### config.mk
export PLATFORM = sky130hd
export DESIGN_NAME = task_6_output
export DESIGN_NICKNAME = d
export VERILOG_FILES = /design/src/rtl/task_6_output_pkg.sv /design/src/rtl/task_6_output_fifo.sv /design/src/rtl/task_6_output.sv
export SDC_FILE = /design/constraint.sdc
export NUM_CORES = 2
export LEC_CHECK = 0
export ABC_CLOCK_PERIOD_IN_PS = 6700
export BUFFER_PORTS_ARGS = -buffer_cell sky130_fd_sc_hd__buf_2
export CAP_MARGIN = 20
export CORE_MARGIN = 5
export CORE_UTILIZATION = 23
export CTS_CLUSTER_DIAMETER = 120
export CTS_CLUSTER_SIZE = 30
export DETAILED_ROUTE_END_ITERATION = 16
export GPL_TIMING_DRIVEN = 1
export HOLD_SLACK_MARGIN = 0.1
export PLACE_DENSITY = 0.43
export SYNTH_ARGS = -nofsm -noshare
export SYNTH_HDL_FRONTEND = slang
export SYNTH_SLANG_ARGS = --single-unit
### constraint.sdc
create_clock -name i_clk -period 6.7 [get_ports i_clk]
set_input_delay 0.335 -clock i_clk [delete_from_list [all_inputs] [get_ports i_clk]]
set_output_delay 0.335 -clock i_clk [all_outputs]
set_load 0.01 [all_outputs]
### src/rtl/task_6_output_pkg.sv
// rtl/task_6_output_pkg.sv - shared types and defaults for the task 6 output stage
package task_6_output_pkg;

    localparam int DATA_W_DEF = 8;
    localparam int DEPTH_DEF  = 256;
    localparam int CNT_W_DEF  = 9;

    typedef enum logic [1:0] {
        s_IDLE,
        s_SEND,
        s_GAP
    } state_t;

    // FIFO word layout: last flag in the MSB above the data byte
    typedef struct packed {
        logic                  last;
        logic [DATA_W_DEF-1:0] data;
    } fifo_entry_t;

endpackage

### src/rtl/task_6_output_fifo.sv
// rtl/task_6_output_fifo.sv - single-clock show-ahead FIFO with synchronous clear
module task_6_output_fifo #(
    parameter int WIDTH = 9,
    parameter int DEPTH = 256
) (
    input  logic             i_clk,
    input  logic             i_rst,
    input  logic             wr_en,
    input  logic [WIDTH-1:0] wr_data,
    input  logic             rd_en,
    output logic [WIDTH-1:0] q,
    output logic             empty,
    output logic             full
);

    localparam int AW = $clog2(DEPTH);
    localparam logic [AW:0] PTR_ONE = {{AW{1'b0}}, 1'b1};

    logic [WIDTH-1:0] mem [DEPTH];
    logic [AW:0]      wr_ptr;
    logic [AW:0]      rd_ptr;
    logic             do_wr;
    logic             do_rd;

    assign do_wr = wr_en && !full;
    assign do_rd = rd_en && !empty;

    always_ff @(posedge i_clk) begin
        if (i_rst) begin
            wr_ptr <= '0;
            rd_ptr <= '0;
        end else begin
            if (do_wr) wr_ptr <= wr_ptr + PTR_ONE;
            if (do_rd) rd_ptr <= rd_ptr + PTR_ONE;
        end
    end

    always_ff @(posedge i_clk) begin
        if (do_wr) mem[wr_ptr[AW-1:0]] <= wr_data;
    end

    // Extra pointer bit distinguishes full from empty when the indices match
    assign q     = mem[rd_ptr[AW-1:0]];
    assign empty = (wr_ptr == rd_ptr);
    assign full  = (wr_ptr[AW] != rd_ptr[AW]) && (wr_ptr[AW-1:0] == rd_ptr[AW-1:0]);

endmodule

### src/rtl/task_6_output.sv
// rtl/task_6_output.sv - packet-buffered AXI-Stream output stage; TASK6_OUT_PKT_CNT_EN adds o_pkt_cnt
module task_6_output
    import task_6_output_pkg::*;
#(
    parameter int DATA_W = DATA_W_DEF,
    parameter int DEPTH  = DEPTH_DEF,
    parameter int CNT_W  = CNT_W_DEF
) (
    input  logic              i_clk,
    input  logic              i_rst,
    input  logic              i_valid,
    input  logic [DATA_W-1:0] i_data,
    input  logic              i_last,
    output logic              o_ready,
    output logic              o_tvalid,
    output logic [DATA_W-1:0] o_tdata,
    output logic              o_tlast,
    input  logic              i_tready,
    output logic              o_busy,
    output logic              o_empty,
    output logic              o_overflow
`ifdef TASK6_OUT_PKT_CNT_EN
    ,
    output logic [15:0]       o_pkt_cnt
`endif
);

    state_t           state;
    state_t           state_nxt;
    logic             full;
    logic             empty;
    logic [DATA_W:0]  head;
    logic             head_last;
    logic             wr_en;
    logic             handshake;
    logic             pkt_in;
    logic             pkt_out;
    logic [CNT_W-1:0] pkt_ready;

    assign wr_en     = i_valid && !full;
    assign handshake = o_tvalid && i_tready;
    assign head_last = head[DATA_W];
    assign pkt_in    = wr_en && i_last;
    assign pkt_out   = handshake && head_last;

    task_6_output_fifo #(
        .WIDTH (DATA_W + 1),
        .DEPTH (DEPTH)
    ) u_fifo (
        .i_clk   (i_clk),
        .i_rst   (i_rst),
        .wr_en   (wr_en),
        .wr_data ({i_last, i_data}),
        .rd_en   (handshake),
        .q       (head),
        .empty   (empty),
        .full    (full)
    );

    always_ff @(posedge i_clk) begin
        if (i_rst) begin
            pkt_ready <= '0;
        end else if (pkt_in && !pkt_out) begin
            pkt_ready <= pkt_ready + CNT_W'(1);
        end else if (pkt_out && !pkt_in) begin
            pkt_ready <= pkt_ready - CNT_W'(1);
        end
    end

    always_ff @(posedge i_clk) begin
        if (i_rst) begin
            o_overflow <= 1'b0;
        end else if (i_valid && full) begin
            o_overflow <= 1'b1;
        end
    end

    always_ff @(posedge i_clk) begin
        if (i_rst) state <= s_IDLE;
        else       state <= state_nxt;
    end

    // A full FIFO with no complete packet means an oversize packet: start cut-through
    always_comb begin
        state_nxt = state;
        o_tvalid  = 1'b0;
        case (state)
            s_IDLE: begin
                if (pkt_ready != '0 || full) state_nxt = s_SEND;
            end
            s_SEND: begin
                o_tvalid = !empty;
                if (!empty && i_tready && head_last) state_nxt = s_GAP;
            end
            s_GAP:   state_nxt = s_IDLE;
            default: state_nxt = s_IDLE;
        endcase
    end

    assign o_tdata = o_tvalid ? head[DATA_W-1:0] : '0;
    assign o_tlast = o_tvalid && head_last;
    assign o_ready = !full;
    assign o_empty = empty;
    assign o_busy  = (state != s_IDLE);

`ifdef TASK6_OUT_PKT_CNT_EN
    always_ff @(posedge i_clk) begin
        if (i_rst)        o_pkt_cnt <= 16'd0;
        else if (pkt_out) o_pkt_cnt <= o_pkt_cnt + 16'd1;
    end
`endif

endmodule

* Word level (Yosys, flattened, before mapping)
Memory sizes are Yosys's and may differ from the RTL's. A register that Yosys moved wholly into a read port is not among the register bits.
Index checks and enable logic that the tools add are counted.
** Word-level totals
- Flip-flop bits (word level) :: 30
- Latch bits :: 0
- Bits in writable memories :: 2304
- ROM bits :: 0
- Bits of input ports :: 13
- Output and inout port bits :: 14
- Memories kept :: 1
** Memory list
- u_fifo.mem :: depth 256, bits a word 9, rd ports 1, clocked after Yosys merged registers in 1, write ports 1, RTL line task_6_output_fifo.sv:19 : logic [WIDTH-1:0] mem [DEPTH];
** Cells by class
- $add $sub $neg :: 4
- $mul :: 0
- Divide/modulo/power cells :: 0
- Magnitude comparators :: 0
- Eq/ne operators :: 6
- Shifts and indexed selects :: 0
- Mux-type cells :: 11
- Bitwise logic cells :: 0
- Reductions and logical operators :: 23
** Operator list (number)
- adder 9 x 1 -> 9 bit (second input constant) :: 3
- two-way mux 8 bit :: 3
- two-way mux 9 bit :: 2
- logical AND 1 bit :: 13
- == test 9 bit :: 1
- nonzero test 9 bit :: 1
- subtractor 9 x 1 -> 9 bit (second input constant) :: 1
- == test 8 bit :: 1
- zero test 1 bit :: 4
- two-way mux 2 bit :: 2
- != test 2 bit (second input constant) :: 2
- one-hot mux 2 bit (2 select lines) :: 1
- nonzero test 2 bit :: 2
- two-way mux 1 bit :: 3
- == test 2 x 1 -> 1 bit (second input constant) :: 1
- zero test 2 bit :: 1
- AND reduction 2 bit :: 1
- logical OR 1 bit :: 1
- != test 1 bit :: 1

* Longest topological paths before layout
- Depth in word-level cells :: 9
- Gate-level depth with buffers :: 22

* Modules after synthesis
From an unflattened synthesis, not the netlist that was laid out.
** Unflattened totals
- Cells, all modules :: 4412
- Area, all modules :: 91342.6 sq um
** Modules (own cells, without submodules)
- task_6_output_fifo :: instances 1, cells each 4298, area each 90454.3 sq um
- task_6_output :: instances 1, cells each 114, area each 888.4 sq um

* Worst setup path before layout
No wires, ideal clock.
- Kind :: reg2reg
- Start :: register (tool-made name)
- End :: register pkt_ready[8]
- Library setup time :: 0.121 ns
- Arrival :: 4.471 ns
- Path slack :: 2.109 ns
- Cell stages (with the launch flop) :: 21
- Path through :: dfxtp_1 > clkbuf_1 > buf_2 > clkbuf_1 > mux4_2 > a22oi_1 > o31ai_1 > o41ai_1 > o32ai_1 > and2_1 > nand2_1 > ha_1 > inv_1 > fa_1 > a21o_1 > a21oi_1 > o21bai_1 > a2111o_1 > a31o_2 > a21oi_1 > mux2_2
** RTL lines
- end signal, assigned :: RTL line task_6_output.sv:64 : pkt_ready <= pkt_ready + CNT_W'(1);
- end signal, assigned :: RTL line task_6_output.sv:66 : pkt_ready <= pkt_ready - CNT_W'(1);
- end, declared :: RTL line task_6_output.sv:38 : logic [CNT_W-1:0] pkt_ready;

==> impl_metrics.tcl <==
set metrics [dict create \
    status "finished clean" \
    die_y_um 638 \
    routedWlPerCell_um 26.2 \
    final_core_util_pct 25.6 \
    crit_fanout 42 \
    synth_edf_count 2304 \
    cts.sinks 2342 \
    final-hold-violation-count 0 \
    crit_end "o_tdata[1]" \
    synth_compound_area_share_pct 1.18 \
    post-place-ws_ns 0.698 \
    gr-total-overflow 0 \
    grt_max_degree 169 \
    grt_pass1_vias 41500 \
    r2r_cells 19 \
    yosys.area.top_type "edfxtp_1" \
    gp_congestion 0.776 \
    synth-simple-area-share_pct 2.10 \
    cp.arrival_ns 6.09 \
    areaGrowthSynthToFinish_pct 10.9 \
    ys_warn_count 0 \
    critPathMaxStageDelay_ns 0.84 \
    cp-end-kind "primary output" \
    yosysSeqAreaShare_pct 77.2 \
    cap_violations 0 \
    hpwlAfterDp_um 150000 \
    grt_pass1_wl_um 341000 \
    drt-total-wl_um 243000 \
    worstPathCellList "buf_4, buf_4, mux4_2, mux4_2, a22o_1, a221oi_1, o22ai_1, a221o_1, buf_2" \
    required_ns 6.36 \
    cts_tree "yes" \
    hold_path.class "in -> reg" \
    start_util_pct 23.1 \
    num_rows 230 \
    yosysUniqueCellTypes 56 \
    post-route-min-period_ns 6.42 \
    cp_num_buf_inv 3 \
    clockBufferDepth 3 \
    die_area_um2 407000 \
    top_usage_layer "met2" \
    ys.flop_type "edfxtp_1" \
    worst-slew-pin-transition_ns 1.38 \
    p_leak_nw 28.5 \
    crit_type "reg -> out" \
    syn-mean-instance-area_um2 23.0 \
    synth_top_family_by_area "multiplexers" \
    synthCells 3941 \
    synth_fp_nets 3968 \
    synth_area_um2 90700 \
    fin_ws_ns 0.279 \
    max_freq_mhz 156 \
    setup_viol_count_final 0 \
    ant_nets 0 \
    portBuffers 26 \
    synth_xor_area_share_pct 0.300 \
    fillers 39300 \
    cp.depth 9 \
    register_area_um2 70000 \
    die_w_um 638 \
    drv_slew 0 \
    whs_ns 0.139 \
    crit_family "compound AO/OA/AOI/OAI gates" \
    dr_total_vias 40500 \
    r2r_end "pkt_ready[8]" \
    clk_latency_ns 0.79 \
    synth_top_area_share_pct 76.3 \
    io-pin-count 27 \
    cp_slowest_cell "dfxtp_4" \
    post-route-period-util_pct 95.8 \
    dr.pass1.iters 5 \
    multi_input_area_um2 19600 \
    cts.repair.resized 0 \
    clock_skew_ns 0.0565 \
    met3_usage_pct 1.42 \
    ys_seq_elements 2342 \
    grt_use_met2_pct 19.1 \
    clk_pin_slew_ns 0.11 \
    post-cts-setup-buffer-count 0 \
    r2r_setup_slack_ns 0.67 \
    numCtsBuffers 88 \
    start_kind "register" \
    p_per_area_nw_per_um2 246 \
    grt_use_met1_pct 16.1 \
    vias_per_cell 4.36 \
    synthAdderAreaFrac_pct 0.202 \
    dr.first_iter.drc_count 3870 \
    remaining_drc_errors 0 \
    ir_drop_v 0.000179 \
    fin_tns_setup_ns 0 \
    clock_tree.root_cell "clkbuf_16" \
    rsz0062_at_grt "false" \
    max_slew_margin_pct 7.67 \
    drive_above_1_share_pct 25.6 \
    nets 4046 \
    antenna_found_initial 9 \
    total_power_mw 24.7 \
    async_flop_share_pct 0 \
    grt_util_all_layers_pct 11.6 \
    synthMuxAreaShare_pct 17.7 \
    core_area_um2 393000 \
    cts.htree.levels 3 \
    synth_area_leaders "edfxtp_1, mux4_2, nor2_1, dfxtp_1, buf_2" \
]
-- where the power goes --
| group | internal [mW] | leakage [nW] | switching [mW] |
|---|---|---|---|
| Clock | 2.56 | 1.19 | 4.42 |
| Sequential | 16.1 | 21.0 | 0.0341 |
| Combinational | 0.682 | 6.26 | 0.945 |
-- worst reg2reg max path, stage by stage (launching register included) --
cell and delay (ns):
dfxtp_4 0.91, buf_4 0.45, mux4_2 0.56, mux2i_1 0.15, o22ai_1 0.12, nor4_1 0.62
buf_4 0.23, a211oi_1 0.09, and2_1 0.25, nand2_1 0.07, ha_1 0.21, inv_1 0.17
fa_1 0.44, a21o_1 0.18, a21oi_1 0.23, o21bai_1 0.12, a2111o_1 0.43, a31o_2 0.21
a21oi_1 0.15, mux2_2 0.34
-- synth_stat cells (all sizes together), types with 19 or more instances --
library cell,instances
edfxtp,2304
mux4,700
nor2,301
buf,140
clkbuf,86
nand2,49
dfxtp,38
a22oi,36
nand3,30
mux2i,23
xor2,21
nor2b,19
-- routing by layer --
metal  up-vias  share of wire, %
met5         -            0.0053
met4         2               2.8
met3       215               4.3
met2       934                48
met1     22600                44
li1      16700                 -
-- state kept, by name, summed over array words and instances (netlist names), named ones only --
name and flops:
u_fifo.mem 2304, pkt_ready 9, u_fifo.rd_ptr 9, u_fifo.wr_ptr 9, state 2, o_overflow 1
-- timing repair --
item                                    4_1_cts  5_1_grt
endpoints found under the setup margin        0        0
hold endpoints to repair                    340        0
hold buffers                                 10        0
-- cell type report --
type                    count  share of cell area (%)
flip-flops and latches   2342                    69.6
multi-input cells        1358                    19.5
well taps                5220                    6.50
clock buffers             128                    2.40
repair buffers            214                    1.94
inverters                  15                  0.0635
clock inverters             5                  0.0585
diodes                      3                 0.00747
-- layout by cell type, fill, tap and decap left out, drive strengths merged, types with 8 or more instances in the layout --
cell and n:
edfxtp 2304, mux4 700, nor2 301, buf 198, clkbuf 134, nand2 49, dfxtp 38, a22oi 36
nand3 30, mux2i 23, xor2 21, nor2b 19, inv 19, a22o 17, a221oi 16, a21oi 14
ha 13, xnor2 10, dlygate4sd3 10, o22ai 9, a221o 8, and3 8, nor3 8
-- metrics by stage --
step / cell area [um2] / instances
floorplan: 90700 / 3941
global placement: 97400 / 9076
detailed placement: 97700 / 9114
CTS: 100000 / 9257
global route: 101000 / 9283
finish: 101000 / 9285
-- cell families after synthesis --
| kind of cell | count (synthesis) |
|---|---|
| buffers and inverters | 241 |
| AO/OA/AOI/OAI | 140 |
| multiplexers | 725 |
| flip-flops | 2342 |
| XOR/XNOR | 31 |
| adder cells (fa/ha/maj) | 14 |
| AND/OR/NAND/NOR | 448 |
-- worst min-delay path by stage --
stage,start,end,slack (ns),cells after the start
after detailed placement,pkt_ready[7],pkt_ready[7],0.49,2
after CTS,i_tready,register,0.13,4
after global routing,i_data[4],u_fifo.mem[36][4],0.15,1
after floorplan,i_rst,state[0],0.42,1
after global placement,state[1],state[0],0.48,1
final,i_data[4],u_fifo.mem[36][4],0.14,1
Note: power is estimated with default switching activity, not from simulation.
